==> config.mk <==
export PLATFORM = sky130hd
export DESIGN_NAME = byte_striping_nlane_flat
export DESIGN_NICKNAME = d
export VERILOG_FILES = /design/src/rtl/byte_striping_nlane_pkg.sv /design/src/rtl/byte_striping_nlane_if.sv /design/src/rtl/byte_striping_nlane_stripe_lane_reg.sv /design/src/rtl/byte_striping_nlane.sv /design/src/flat_wrapper.sv
export SDC_FILE = /design/constraint.sdc
export NUM_CORES = 1
export LEC_CHECK = 0
export ABC_AREA = 1
export CORE_ASPECT_RATIO = 1.25
export CORE_UTILIZATION = 45
export DETAILED_ROUTE_END_ITERATION = 12
export PLACE_DENSITY_LB_ADDON = 0.15
export RECOVER_POWER = 25
export SLEW_MARGIN = 20
export SYNTH_ARGS = -nofsm -noshare
export SYNTH_HDL_FRONTEND = slang
export SYNTH_SLANG_ARGS = --single-unit
==> constraint.sdc <==
create_clock -name clk -period 1.15 [get_ports clk]
set_input_delay 0.115 -clock clk [delete_from_list [all_inputs] [get_ports clk]]
set_output_delay 0.115 -clock clk [all_outputs]
set_load 0.005 [all_outputs]
==> src/rtl/byte_striping_nlane_pkg.sv <==
// Shared constants and helpers for the N-lane byte striper.
// Lane-pointer width and partial-group valid mask live here so top and bench agree.
package byte_striping_pkg;

   localparam logic [7:0] INACTIVE_DEF = 8'h00;
   localparam logic [7:0] PAD_DEF      = 8'h00;

   // Pointer width for n lanes; a single lane still needs a 1-bit register.
   function automatic int ptr_w(input int n);
      return (n <= 1) ? 1 : $clog2(n);
   endfunction

   // Mask with the low c bits set: lanes 0..c-1 carry staged words.
   function automatic logic [7:0] lane_mask(input int unsigned c);
      return 8'((16'd1 << c) - 16'd1);
   endfunction

endpackage

==> src/rtl/byte_striping_nlane_if.sv <==
// Handshake/data bundle between the TX word source and the per-lane serialisers.
interface byte_striping_nlane_if #(
   parameter int N_LANES = 4,
   parameter int DATA_W  = 8
);
   logic                        enb;
   logic                        tx_ValidE;
   logic [DATA_W-1:0]           tx_DataE;
   logic [N_LANES*DATA_W-1:0]   tx_lanes;
   logic [N_LANES-1:0]          tx_lane_valid;
   logic                        tx_group_stb;

   modport master (
      output enb, tx_ValidE, tx_DataE,
      input  tx_lanes, tx_lane_valid, tx_group_stb
   );

   modport slave (
      input  enb, tx_ValidE, tx_DataE,
      output tx_lanes, tx_lane_valid, tx_group_stb
   );
endinterface

==> src/rtl/byte_striping_nlane_stripe_lane_reg.sv <==
// One lane of the striper: a staging register plus the registered lane output.
// DIRECT lanes take the incoming word on emit instead of their staging register.
module stripe_lane_reg #(
   parameter int                DATA_W   = 8,
   parameter logic [DATA_W-1:0] INACTIVE = '0,
   parameter logic [DATA_W-1:0] PAD      = '0,
   parameter bit                DIRECT   = 1'b0
) (
   input  logic              clk,
   input  logic              rst,
   input  logic              load,
   input  logic              emit,
   input  logic              pad,
   input  logic [DATA_W-1:0] word,
   output logic [DATA_W-1:0] lane
);

   logic [DATA_W-1:0] stage;

   always_ff @(posedge clk) begin
      if (rst) begin
         stage <= '0;
         lane  <= INACTIVE;
      end else begin
         if (load)
            stage <= word;
         if (pad)
            lane <= PAD;
         else if (emit)
            lane <= DIRECT ? word : stage;
      end
   end

endmodule

==> src/rtl/byte_striping_nlane.sv <==
// Round-robin striper of a serial word stream across N_LANES lanes, released a group at a time.
// Optional STRIPE_FLUSH_EN: an idle cycle with a partial group pending emits it padded.
module byte_striping_nlane
   import byte_striping_pkg::*;
#(
   parameter int                N_LANES  = 4,
   parameter int                DATA_W   = 8,
   parameter logic [DATA_W-1:0] INACTIVE = DATA_W'(INACTIVE_DEF),
   parameter logic [DATA_W-1:0] PAD      = DATA_W'(PAD_DEF)
) (
   input  logic                  clk,
   input  logic                  rst,
   byte_striping_nlane_if.slave  bus
);

   localparam int             CW   = ptr_w(N_LANES);
   localparam logic [CW-1:0]  LAST = CW'(N_LANES - 1);

   logic [CW-1:0]             cnt;
   logic                      accept;
   logic                      emit_grp;
   logic                      flush;
   logic                      stb;
   logic [N_LANES-1:0]        valid;
   logic [N_LANES*DATA_W-1:0] lanes;

   assign accept   = bus.enb && bus.tx_ValidE;
   assign emit_grp = accept && (cnt == LAST);

`ifdef STRIPE_FLUSH_EN
   assign flush = bus.enb && !bus.tx_ValidE && (cnt != '0);
`else
   assign flush = 1'b0;
`endif

   always_ff @(posedge clk) begin
      if (rst)
         cnt <= '0;
      else if (emit_grp || flush)
         cnt <= '0;
      else if (accept)
         cnt <= cnt + 1'b1;
   end

   always_ff @(posedge clk) begin
      if (rst) begin
         stb   <= 1'b0;
         valid <= '0;
      end else begin
         stb <= emit_grp || flush;
         if (emit_grp)
            valid <= '1;
         else if (flush)
            valid <= N_LANES'(lane_mask(32'(cnt)));
      end
   end

   for (genvar k = 0; k < N_LANES; k++) begin : g_lane
      logic load_k;
      logic emit_k;
      logic pad_k;

      // On flush, lanes below the pointer hold staged words; the rest are padded.
      assign load_k = accept && !emit_grp && (cnt == CW'(k));
      assign emit_k = emit_grp || (flush && (CW'(k) < cnt));
      assign pad_k  = flush && (CW'(k) >= cnt);

      stripe_lane_reg #(
         .DATA_W   (DATA_W),
         .INACTIVE (INACTIVE),
         .PAD      (PAD),
         .DIRECT   (k == N_LANES - 1)
      ) u_lane (
         .clk  (clk),
         .rst  (rst),
         .load (load_k),
         .emit (emit_k),
         .pad  (pad_k),
         .word (bus.tx_DataE),
         .lane (lanes[k*DATA_W +: DATA_W])
      );
   end

   assign bus.tx_lanes      = lanes;
   assign bus.tx_lane_valid = valid;
   assign bus.tx_group_stb  = stb;

endmodule

==> src/flat_wrapper.sv <==
// flat-port wrapper written by rule: the top's interface ports become plain ports
module byte_striping_nlane_flat import byte_striping_pkg::*;
#(
   parameter int                N_LANES  = 4,
   parameter int                DATA_W   = 8,
   parameter logic [DATA_W-1:0] INACTIVE = DATA_W'(INACTIVE_DEF),
   parameter logic [DATA_W-1:0] PAD      = DATA_W'(PAD_DEF)
)
  (clk, rst, bus_enb, bus_tx_ValidE, bus_tx_DataE, bus_tx_lanes, bus_tx_lane_valid, bus_tx_group_stb);
  byte_striping_nlane_if #(.N_LANES(N_LANES), .DATA_W(DATA_W)) bus_i ();
  input  logic clk;
  input  logic rst;
  input wire logic [$bits(bus_i.enb)-1:0] bus_enb;
  input wire logic [$bits(bus_i.tx_ValidE)-1:0] bus_tx_ValidE;
  input wire logic [$bits(bus_i.tx_DataE)-1:0] bus_tx_DataE;
  output wire logic [$bits(bus_i.tx_lanes)-1:0] bus_tx_lanes;
  output wire logic [$bits(bus_i.tx_lane_valid)-1:0] bus_tx_lane_valid;
  output wire logic [$bits(bus_i.tx_group_stb)-1:0] bus_tx_group_stb;
  assign bus_i.enb = bus_enb;
  assign bus_i.tx_ValidE = bus_tx_ValidE;
  assign bus_i.tx_DataE = bus_tx_DataE;
  assign bus_tx_lanes = bus_i.tx_lanes;
  assign bus_tx_lane_valid = bus_i.tx_lane_valid;
  assign bus_tx_group_stb = bus_i.tx_group_stb;
  byte_striping_nlane #(.N_LANES(N_LANES), .DATA_W(DATA_W), .INACTIVE(INACTIVE), .PAD(PAD)) u_core (.clk(clk), .rst(rst), .bus(bus_i));
endmodule
* Word level (Yosys, flattened, before mapping) *
Cells that the tools add are included.

cells by class
  equal/unequal tests = 3
  $add $sub $neg = 1
  reductions and logical operators = 9

operators with widths
  cell                                            number
  logical AND 1 bit                               6
  == test 2 bit (second input constant)           2
  adder 2 x 1 -> 2 bit (second input constant)    1
  == test 2 x 1 -> 1 bit (second input constant)  1
  zero test 2 bit                                 1
  OR reduction 2 bit                              1
  zero test 1 bit                                 1

word-level totals
  bits of input ports = 12
  logic and storage cells = 23
  register bits after elaboration = 60

* Longest topological paths before layout *
  depth after elaboration = 5
  depth in mapped cells = 7
  mapped depth without buffers = 6

* By module *
Synthesis repeated with hierarchy kept, for this count alone.

second synthesis, totals
  cells, all modules = 344
  area total of the unflattened synthesis = 2,444.8 sq um

by module, submodules not included
  module                                          times used  area an instance (sq um)  cells each
  stripe_lane_reg at u_core.g_lane[0].u_lane ...  3           604.3                     85
  stripe_lane_reg at u_core.g_lane[3].u_lane      1           357.8                     51
  byte_striping_nlane                             1           274.0                     38

* Least setup slack after synthesis *
OpenSTA, ideal clock, no wires.

  kind = reg2reg
  start = register u_core.cnt[0]
  end = register u_core.g_lane[0].u_lane.lane[0]
  setup slack = -0.119 ns
  clock period less this slack = 1.269 ns
  arrival = 1.144 ns
  library setup time = 0.125 ns
  cell stages (with the launch flop) = 6
  required time = 1.025 ns
  path through = dfxtp_1 > ha_1 > nand3_1 > clkbuf_1 > nand3_1 > o21ai_0

on the way
  word-level cells in the longest chain between the ends = 2

ends and longest elaborated chain
  item                    RTL line                                   RTL
  from (decl)             byte_striping_nlane.sv:19                  logic [CW-1:0] cnt;
  from (signal assigned)  byte_striping_nlane.sv:42                  cnt <= cnt + 1'b1;
  == test 2 bit           --
  logical AND 1 bit       byte_striping_nlane.sv:28                  assign emit_grp = accept && (cnt == LAST);
  to (signal assigned)    byte_striping_nlane_stripe_lane_reg.sv:30  lane <= DIRECT ? word : stage;
  to (decl)               byte_striping_nlane_stripe_lane_reg.sv:15  output logic [DATA_W-1:0] lane

Every way passes these cells.
A chain may end at the register's enable or synchronous reset.

* Final worst setup path *
  start = register u_core.cnt[0]
  end = register u_core.g_lane[0].u_lane.stage[3]

on the way
  word-level cells in the longest chain between the ends = 5
  elaborated cells on any way between the ends = 6
  those cells by class = eq/ne (1); reduce/logical (5)

ends and longest elaborated chain
  item                   RTL line                                   RTL
  == test 2 bit          --
  logical AND 1 bit      byte_striping_nlane.sv:28
  zero test 1 bit        byte_striping_nlane.sv:64                  assign load_k = accept && !emit_grp && (cnt == CW'(k));
  logical AND 1 bit      byte_striping_nlane.sv:64
  logical AND 1 bit (*)  byte_striping_nlane.sv:64
  to (signal assigned)   byte_striping_nlane_stripe_lane_reg.sv:26  stage <= word;
  to (decl)              byte_striping_nlane_stripe_lane_reg.sv:18  logic [DATA_W-1:0] stage;

Every way passes the cells marked *; elsewhere a longest branch is shown, timed or not.

==> results by group <==
Drt
  • Wirelength per Cell: roughly 12 microns
  • Drt drc: 0
  • ANT nets after route: 0
  • Via count: ~2100
  • 1st-pass router iterations: 4
  • Via/cell ratio: ~4.8
  • Iter 0 DRT Violations: 102
  • Final WL: roughly 5500 microns

STA
  • Relative slew slack: between 80% and 90%
  • Final Max Slew Viols: 0
  • Final period utilization: 105%
  • PnR worst setup slack: -0.0624 ns
  • Tmin final: between 1 and 1.5 ns
  • Slew at the pin with the worst max-slew slack: 0.264 ns
  • Skew final: about 0.0056 ns
  • Final hold vios: 0
  • FMAX: between 800 and 900 MHz
  • RSZ-0062 raised after global routing: true
  • Setup violators final: 31

Worst setup path
  • Critical path origin: u_core.cnt[0]
  • Reg-to-Reg Start: u_core.cnt[0]
  • Crit path launch type: flop
  • Worst path cell trace: ha_4 > inv_4 > buf_6 > nand4_1 > buf_6 > nand2_2 > inv_2 > nor2_2
  • Worst R2R Path Depth: 8
  • Crit path DAT: roughly 1.5 ns
  • Crit-path max FO: 8
  • CP most frequent cell: buf_6
  • Worst path depth: 8
  • R2R setup slack: -0.06 ns
  • Crit path to: u_core.g_lane[0].u_lane.stage[3]
  • Req. time, crit path: 1.39 ns
  • Crit-path max cell delay: between 0.3 and 0.4 ns
  • Worst r2r dst: u_core.g_lane[0].u_lane.stage[3]
  • CP max stage cell: dfxtp_4
  • Crit path max-delay family: flip-flops
  • Critical path class: flop to flop
  • Crit path capture type: flop
  • Critical path buffer and inverter count: 4

Hold path
  • Worst Hold Class: primary input to flop

Logic synthesis
  • Mux contribution to synthesized area: 0%
  • Synthesized-area fraction occupied by and/or/nand/nor cells: a little over a quarter
  • Asr flop ratio synth: 0%
  • Synth Flop Type: dfxtp_1
  • Post-synth EDFFs: 0
  • Sequential fraction of the synthesis area: roughly 51%
  • Warnings from Yosys: 0
  • Most numerous cell in the Yosys netlist: inv_1
  • Compound-gate portion of the synthesized area: just under 7%
  • Average size of a mapped cell: 7.43 sq um
  • Post-Synth Adder-Cell Area: about 2.1%
  • Top cells by instance count after synthesis: 61 x inv_1, 60 x dfxtp_1, 58 x nand3_1, 53 x nand2_1, 32 x o21ai_0
  • Top-area cell type share of the netlist area: about half
  • Syn Nets: 336
  • Yosys cell types: 15
  • XOR/XNOR share of the synthesized area: 0.368%
  • Synth area leaders: dfxtp_1 51%, nand3_1 12%, inv_1 9.6%, nand2_1 8.4%, o21ai_0 6.7%
  • Post-Syn Instances: 320
  • Area leader, netlist: dfxtp_1
  • Largest family of logic cells by synthesized area: simple AND/OR/NAND/NOR gates
  • Synthesized area: approximately 2400 sq um
  • Post-synthesis register bit count: 60

Finish
  • Final core utilization: about 65%
  • Fin area: between 3000 and 4000 sq um
  • Area Overhead vs Synth: 38.3%
  • Register area: roughly 1200 sq um
  • Layout cells sized above 1: 23.8%
  • Ant diodes: 0
  • Filler Cell Count: approximately 470
  • Area occupied by multi-input gates: roughly 950 sq um
  • Nets: slightly below 400

Clock tree
  • CTS Hold Bufs: 0
  • Clock buffer depth: 2
  • Skew-Pair Late Insertion Delay: roughly 0.34 ns
  • CTS tree: yes
  • Clk sinks: 60
  • Clock transition at the registers of the reported paths: 0.06 ns
  • Total CTS buffers: 9
  • Root Buffer Master: clkbuf_8
  • CTS H-tree depth: 3

Floorplanning
  • Core ar.: between 5000 and 6000 sq um
  • Die Height: roughly 83 microns
  • Die Area: ~5600 sq um
  • Die Wd: approximately 67 microns
  • Cell Rows: 29
  • Io pins: just under 50
  • Starting Density: between 40% and 50%

GRT
  • GR Overflow Total: 0
  • Largest net degree at the start of global routing: 35
  • Global-route wire length before repair: 9090 microns
  • Total Routing Usage GR: 21.8%
  • Initial antenna violation count: 0
  • Vias in the first global route: about 2000

Flow run
  • Max-Cap Viols: 0

Run status
  • Failing checks: setup timing
  • Outcome: finished with violations

Power and ir drop
  • Worst VDD drop: slightly above 0.7 mV
  • P_leak: between 0.0015 and 0.002 uW
  • Power Dens Cells: roughly 1300 nW/um^2

Place
  • Hpwl dp: between 3000 and 4000 microns
  • Routability Congestion: 0.782
  • Area of placed instances: roughly 3000 sq um
  • Port bufs: 48
-- power breakdown --
part	total (uW)	leakage [uW]	switching, uW	internal, uW
Sequential	2140	0.000488	16.9	2120
Combinational	384	0.00101	229	156
Clock	1640	0.0000893	760	880
-- worst min-delay path by stage --
stage,end,depth (start not counted),from
3_5_place_dp,u_core.g_lane[2].u_lane.lane[6],2,u_core.g_lane[2].u_lane.stage[6]
2_1_floorplan,u_core.cnt[1],2,bus_tx_ValidE
5_1_grt,u_core.g_lane[3].u_lane.lane[4],3,bus_tx_DataE[4]
4_1_cts,u_core.g_lane[3].u_lane.lane[3],3,bus_tx_DataE[3]
3_3_place_gp,u_core.g_lane[0].u_lane.lane[7],2,u_core.g_lane[0].u_lane.stage[7]
6_report,u_core.g_lane[3].u_lane.lane[3],3,bus_tx_DataE[3]
-- metal layers --
| layer | wire, microns | GRT usage [%] | share of wire (%) |
|---|---|---|---|
| met3 | 266 | 4.26 | 4.8 |
| met5 | 0 | 0 | 0 |
| met1 | 2330 | 26.9 | 42 |
| met2 | 2750 | 34.0 | 50 |
| met4 | 153 | 13.2 | 2.8 |
-- registers in the layout (all words and copies together) (netlist names) --
| name | count |
|---|---|
| u_core.g_lane.u_lane.stage | 24 |
| u_core.bus.tx_group_stb | 1 |
| u_core.g_lane.u_lane.lane | 32 |
| u_core.bus.tx_lane_valid | 1 |
| u_core.cnt | 2 |
-- worst min-delay path: stages --
cell	delay [ns]
clkdlybuf4s50_1	0.40
inv_1	0.13
o21ai_0	0.10
-- layout by cell type, fill, tap and decap left out, types with 4 or more instances in the layout --
cell / count
nand3_1: 57
dfxtp_1: 55
inv_1: 39
dlygate4sd2_1: 36
nand2_1: 31
nor2_1: 22
inv_2: 21
o21ai_1: 21
nand2_2: 19
clkbuf_8: 11
clkdlybuf4s50_1: 11
o21ai_0: 10
buf_4: 10
buf_6: 7
nand4_1: 4
-- repair_timing --
item                                    4_1_cts  5_1_grt
buffers inserted                              1        0
gates resized for setup                      69       54
endpoints found under the setup margin       95       58
pin swaps                                    25       12
-- per-stage QoR --
| step | instances | hold slack (ns) | TNS (ns) | setup slack (ns) | total power, uW |
|---|---|---|---|---|---|
| 2_1_floorplan | 320 | 0.269 | -0.100 | -0.0187 | 2390 |
| 3_3_place_gp | 429 | 0.455 | -14.08 | -0.272 | 2520 |
| 3_5_place_dp | 429 | 0.466 | -16.11 | -0.307 | 2520 |
| 4_1_cts | 445 | 0.455 | -0.375 | -0.0459 | 4170 |
| 5_1_grt | 445 | 0.478 | -4.13 | -0.139 | 4330 |
| 6_report | 445 | 0.454 | -0.888 | -0.0624 | 4160 |
-- kinds of logic after synthesis --
| kind of cell | count (synthesis) |
|---|---|
| AOI/OAI and AO/OA | 33 |
| xor gates and xnor gates | 1 |
| adders and majority gates | 4 |
| buffers and inverters | 81 |
| DFF | 60 |
| and+or+nand+nor | 141 |
-- area by class of cell --
cell class                 count  share of cell area, %
clock buffer                  13                   4.83
clock inverter                 2                  0.305
inverter                      61                   7.04
multi-input combinational    179                   28.8
sequential                    60                   36.9
tap                           62                   2.36
timing repair buffer          68                   19.8
Power figures use the tool's default switching activity.
